`src/rtl/instruction_fetch_stage_pkg.sv`:
```
// Shared definitions for the mips_16 instruction fetch stage: default widths,
// the bubble encoding and the IF state encodings.
package instruction_fetch_stage_pkg;

    localparam int              PC_WIDTH_DEF         = 8;
    localparam int              INSTR_MEM_ADDR_WIDTH = 8;
    localparam int              INSTR_WIDTH_DEF      = 16;
    localparam logic [15:0]     NOP_INSTR_DEF        = 16'h0000;

    // IF stage controller states.
    typedef enum logic [1:0] {
        IF_BOOT     = 2'b00,
        IF_RUN      = 2'b01,
        IF_REDIRECT = 2'b10
    } if_state_e;

endpackage

```
`src/rtl/instruction_fetch_stage_if_id_register.sv`:
```
// IF/ID pipeline register: captures PC+1, the fetched instruction and a valid
// flag. Flush (bubble insertion) has priority over load; neither means hold.
module instruction_fetch_stage_if_id_register #(
    parameter int                     PC_WIDTH    = 8,
    parameter int                     INSTR_WIDTH = 16,
    parameter logic [INSTR_WIDTH-1:0] NOP_INSTR   = '0
) (
    input  logic                   clk,
    input  logic                   rst,
    input  logic                   load,
    input  logic                   flush,
    input  logic [PC_WIDTH-1:0]    pc_in,
    input  logic [INSTR_WIDTH-1:0] instruction_in,
    output logic [PC_WIDTH-1:0]    if_id_pc,
    output logic [INSTR_WIDTH-1:0] if_id_instruction,
    output logic                   if_id_valid
);

    logic [PC_WIDTH-1:0]    pc_reg;
    logic [INSTR_WIDTH-1:0] instr_reg;
    logic                   valid_reg;

    // Register update: reset/flush load a bubble, load captures, else hold.
    always_ff @(posedge clk) begin
        if (rst || flush) begin
            pc_reg    <= '0;
            instr_reg <= NOP_INSTR;
            valid_reg <= 1'b0;
        end else if (load) begin
            pc_reg    <= pc_in;
            instr_reg <= instruction_in;
            valid_reg <= 1'b1;
        end
    end

    assign if_id_pc          = pc_reg;
    assign if_id_instruction = instr_reg;
    assign if_id_valid       = valid_reg;

endmodule

```
`src/rtl/instruction_fetch_stage.sv`:
```
// mips_16 IF stage: PC register, boot/run/redirect controller and IF/ID
// register. Optional performance counters are enabled with IF_PERF_CNT_EN.
module instruction_fetch_stage
    import instruction_fetch_stage_pkg::*;
#(
    parameter int                     PC_WIDTH    = PC_WIDTH_DEF,
    parameter int                     INSTR_WIDTH = INSTR_WIDTH_DEF,
    parameter logic [INSTR_WIDTH-1:0] NOP_INSTR   = INSTR_WIDTH'(NOP_INSTR_DEF)
) (
    input  logic                   clk,
    input  logic                   rst,
    input  logic                   stall,
    input  logic                   branch_taken,
    input  logic [PC_WIDTH-1:0]    branch_target,
    output logic [PC_WIDTH-1:0]    pc,
    input  logic [INSTR_WIDTH-1:0] instruction_in,
    output logic [PC_WIDTH-1:0]    if_id_pc,
    output logic [INSTR_WIDTH-1:0] if_id_instruction,
`ifdef IF_PERF_CNT_EN
    output logic [31:0]            fetch_count,
    output logic [31:0]            stall_count,
`endif
    output logic                   if_id_valid
);

    if_state_e           state_reg, state_next;
    logic [PC_WIDTH-1:0] pc_reg, pc_next;
    logic [PC_WIDTH-1:0] pc_plus_one;
    logic                load, flush;

    // PC+1 wraps naturally at 2^PC_WIDTH.
    assign pc_plus_one = pc_reg + PC_WIDTH'(1);

    // State and PC registers.
    always_ff @(posedge clk) begin
        if (rst) begin
            state_reg <= IF_BOOT;
            pc_reg    <= '0;
        end else begin
            state_reg <= state_next;
            pc_reg    <= pc_next;
        end
    end

    // Next-state, next-PC and IF/ID controls. Redirect behaves like run once
    // the bubble is in place: a new branch re-targets, stall holds, otherwise
    // the target instruction is captured and normal fetch resumes.
    always_comb begin
        state_next = state_reg;
        pc_next    = pc_reg;
        load       = 1'b0;
        flush      = 1'b0;
        case (state_reg)
            IF_BOOT: begin
                flush      = 1'b1;
                state_next = IF_RUN;
            end
            IF_RUN, IF_REDIRECT: begin
                if (branch_taken) begin
                    pc_next    = branch_target;
                    flush      = 1'b1;
                    state_next = IF_REDIRECT;
                end else if (!stall) begin
                    pc_next    = pc_plus_one;
                    load       = 1'b1;
                    state_next = IF_RUN;
                end
            end
            default: begin
                state_next = IF_BOOT;
            end
        endcase
    end

    assign pc = pc_reg;

    instruction_fetch_stage_if_id_register #(
        .PC_WIDTH   (PC_WIDTH),
        .INSTR_WIDTH(INSTR_WIDTH),
        .NOP_INSTR  (NOP_INSTR)
    ) u_if_id (
        .clk              (clk),
        .rst              (rst),
        .load             (load),
        .flush            (flush),
        .pc_in            (pc_plus_one),
        .instruction_in   (instruction_in),
        .if_id_pc         (if_id_pc),
        .if_id_instruction(if_id_instruction),
        .if_id_valid      (if_id_valid)
    );

`ifdef IF_PERF_CNT_EN
    logic [31:0] fetch_count_reg, stall_count_reg;

    // Counters: valid captures, and stalled cycles outside BOOT.
    always_ff @(posedge clk) begin
        if (rst) begin
            fetch_count_reg <= '0;
            stall_count_reg <= '0;
        end else begin
            if (load)
                fetch_count_reg <= fetch_count_reg + 32'd1;
            if (stall && (state_reg != IF_BOOT))
                stall_count_reg <= stall_count_reg + 32'd1;
        end
    end

    assign fetch_count = fetch_count_reg;
    assign stall_count = stall_count_reg;
`endif

endmodule
```
`config.mk`:
```
export PLATFORM = sky130hd
export DESIGN_NAME = instruction_fetch_stage
export DESIGN_NICKNAME = d
export VERILOG_FILES = /design/src/rtl/instruction_fetch_stage_pkg.sv /design/src/rtl/instruction_fetch_stage_if_id_register.sv /design/src/rtl/instruction_fetch_stage.sv
export SDC_FILE = /design/constraint.sdc
export NUM_CORES = 1
export LEC_CHECK = 0
export ABC_AREA = 1
export CAP_MARGIN = 30
export CORE_ASPECT_RATIO = 2
export CORE_UTILIZATION = 40
export CTS_BUF_LIST = sky130_fd_sc_hd__clkbuf_8 sky130_fd_sc_hd__clkbuf_16
export DETAILED_ROUTE_END_ITERATION = 10
export GPL_TIMING_DRIVEN = 0
export PLACE_DENSITY = 0.77
export SETUP_SLACK_MARGIN = 0.4
export SYNTH_ARGS = -nofsm -noshare
export SYNTH_HDL_FRONTEND = slang
export SYNTH_SLANG_ARGS = --single-unit
export TNS_END_PERCENT = 1
```
`constraint.sdc`:
```
create_clock -name clk -period 3.75 [get_ports clk]
set_input_delay 0.5625 -clock clk [delete_from_list [all_inputs] [get_ports clk]]
set_output_delay 0.5625 -clock clk [all_outputs]
set_load 0.1 [all_outputs]
```
==> flow_summary.yaml <==
final_layout:
  filler_cell_count: 338
  ff_latch_area_um2: 701
  multiInputGateArea_um2: 716
  finalInstanceArea_um2: 2330
  diodes: 0
  syn_to_final_growth_pct: 48.5
  nNetsFinal: 313
  non_filler_cells_in_the_finished_layout: 332
  fraction_of_final_layout_cells_sized_beyond_drive_strength_1_pct: 9.19
  largest_reg_flops: 16
drt:
  drc_errors: 0
  total_number_of_vias: 1588
  detailedRoute.firstIterationViolations: 32
  route.final.wire_length_um: 3660
  antenna_violating_nets_left: 0
  drt_pre_antenna_iters: 5
  mean_routed_wirelength_per_cell_um: 11.0
  viasPerCell: 4.78
grt:
  grt_antenna_before_repair: 0
  gr-usage-met2_pct: 34.0
  grt-ovfl-total: 0
  grt_use_total_pct: 18.8
  grt_max_degree: 12
  grtUsageMet3_pct: 4.20
  grt_pass1_wl_um: 5910
  groute.layer.met1.usage_pct: 17.9
  busiest_layer: "met2"
  first_global_vias: 1430
job:
  max_cap_viol_count: 0
logic_synthesis:
  synth.top_cells.by_count: "nand2_1 (65), dfxtp_1 (35), a21oi_1 (28), nor2_1 (24), inv_1 (16)"
  ys.warnings.count: 0
  proportion_of_synthesized_chip_area_in_sequential_cells_pct: 44.7
  synth.most_common_cell: "nand2_1"
  yosys.cell_types.count: 21
  synthTopCellsByArea: "dfxtp_1 (45%), nand2_1 (16%), a21oi_1 (8.9%), nor2_1 (5.8%), o21ai_0 (3.8%)"
  ys_seq_elements: 35
  synth-edff-count: 0
  netlist_area_um2: 1570
  ffs_w_async_s_r_synth_pct: 0
  net_count_synth: 248
  synthFlopType: "dfxtp_1"
  yosys.area.top_type: "dfxtp_1"
  syn-instance-count: 217
  synth.top_cell.area_share_pct: 44.7
  syn_area_per_cell_um2: 7.22
power_and_ir_drop:
  p_sw_w: 0.000404
  design_power_total_w: 0.00112
  comb_power_share_pct: 31.9
  p_int_w: 0.000717
  p_clk_share_pct: 30.9
  sw_frac_of_total_pct: 36.0
  leakagePower_nw: 0.882
  power_per_unit_of_standard_cell_area_nw_per_um2: 482
  vdd_drop_max_mv: 0.385
  pwr-share-seq_pct: 37.2
clocking:
  cts_inserted_buffers: 5
  cts-hold-fix-buffers: 0
  clockBufferDepth: 2
  tritoncts_clock_tree: "done"
  clk_sink_count: 35
  worst_setup_hold_path_clk_slew_ns: 0.07
  ctsHtreeMaxLevel: 2
  clock_latency_ns: 0.28
  cts_resized: 0
  clockRootBuffer: "clkbuf_8"
  post_cts_setup_inserts: 0
floorplanning:
  core-area_um2: 3680
  dieArea_um2: 4190
  fp-row-count: 31
  ios: 61
  die_width_um: 46.3
  chipHeight_um: 90.5
  initial_core_util_pct: 42.5
timing:
  totalNegativeSetupSlack_ns: 0
  fin_worst_skew_ns: 0.00141
  final_min_period_over_clock_period_pct: 65.3
  max_freq_ghz: 0.408
  holdWs_ns: 0.460
  unrepaired_setup_endpoints_after_global_routing: "false"
  timing.final.max_slew_violations: 0
  hold_viol: 0
  setup_viol_count_final: 0
  timing.final.crit_period_ns: 2.45
  worst_rel_slew_slack_pct: 33.6
  measured_slew_at_the_worst_slew_check_pin_ns: 0.992
placement:
  placedInstanceArea_um2: 2210
  place_inst: 324
  place_congestion: 0.854
  hpwlAfterDp_um: 2860
  buffer_ports.inserted: 58
worst_setup_path:
  cp_data_arrival_time_ns: 1.89
  timing.setup.critical_path_class: "flop to primary output"
  timing.critical_path.slowest_stage_cell: "clkdlybuf4s50_1"
  startpoint_type: "flop"
  cp_slowest_stage_delay_ns: 1.18
  crit_chain: "clkdlybuf4s50_1"
  required_time_reported_for_the_critical_path_endpoint_ns: 3.19
  crit_family: "buffers and inverters"
  worstPathBufferInverterCount: 1
  critPathCaptureType: "primary output"
  path_max_fanout: 6
status:
  run_status: "finished, final reports clean"
min_path:
  holdCritPathClass: "flop to flop"
[routing by layer]
| layer | routed length (µm) | up-vias |
|---|---|---|
| met4 | 78 | 0 |
| met5 | 0 | - |
| met1 | 1390 | 708 |
| li1 | - | 821 |
| met2 | 2030 | 51 |
| met3 | 159 | 8 |
[layout make-up]
| class | count | share of cell area [%] |
|---|---|---|
| plain buffers | 9 | 3.07 |
| multi-input cells | 152 | 30.8 |
| clock buffers | 6 | 3.55 |
| well taps | 49 | 2.64 |
| repair buffers | 58 | 25.0 |
| flip-flops and latches | 35 | 30.1 |
| clock inverters | 2 | 1.51 |
| inverters | 21 | 3.39 |
[placed cells by master, fill, tap and decap left out]
cell and count:
nor2_2 1, dfxtp_1 35, xor2_1 1, clkbuf_8 6
inv_1 16, bufinv_16 1, buf_4 1, o21ai_0 12
nor2_8 1, inv_2 5, clkdlybuf4s50_1 58, a21oi_1 28
nand4_1 1, a21oi_2 1, a31oi_1 3, nor2_1 24
clkinv_2 1, nand2_1 65, o211ai_1 1, clkbuf_1 1
ha_1 3, buf_2 3, buf_6 4, nand2_4 2
nand3_1 9
[worst paths after layout]
path / slack [ns] / to / start / cells after the start
setup / recovery: 1.30 / pc[3] / pc[3] / 1
hold / removal: 0.46 / u_if_id.if_id_instruction[0] / u_if_id.if_id_instruction[0] / 2
setup reg to reg: 2.02 / u_if_id.if_id_pc[2] / state_reg[1] / 10
hold reg to reg: 0.46 / u_if_id.if_id_instruction[0] / u_if_id.if_id_instruction[0] / 2
[tightest hold or removal path: stages (launching register included)]
cell and delay, ns:
dfxtp_1 0.31, nand2_1 0.06, a21oi_1 0.05
[kinds of logic after synthesis]
logic type | after synthesis | share of synthesized area (%)
compound gates | 45 | 15.0
simple gates | 103 | 27.7
flops | 35 | 44.7
xor+xnor | 1 | 0.559
fa+ha+maj | 3 | 2.40
buf+inv | 30 | 9.58
[through the flow]
stage / util (%) / worst slack [ns]
4_1_cts: 63.1 / 1.29
3_3_place_gp: 59.9 / 1.61
3_5_place_dp: 59.9 / 1.61
6_report: 63.1 / 1.30
5_1_grt: 63.1 / 1.25
2_1_floorplan: - / 1.72
[power by group through the flow]
| stage | registers (W) | logic, W | clock network (W) |
|---|---|---|---|
| global route | 0.000421 | 0.000382 | 0.000374 |
| finish | 0.000417 | 0.000358 | 0.000346 |
| detailed placement | 0.000425 | 0.000360 | 0 |
| global placement | 0.000424 | 0.000357 | 0 |
| floorplan | 0.000557 | 0.000130 | 0 |
| CTS | 0.000417 | 0.000361 | 0.000357 |
Power figures use the tool's default switching activity.
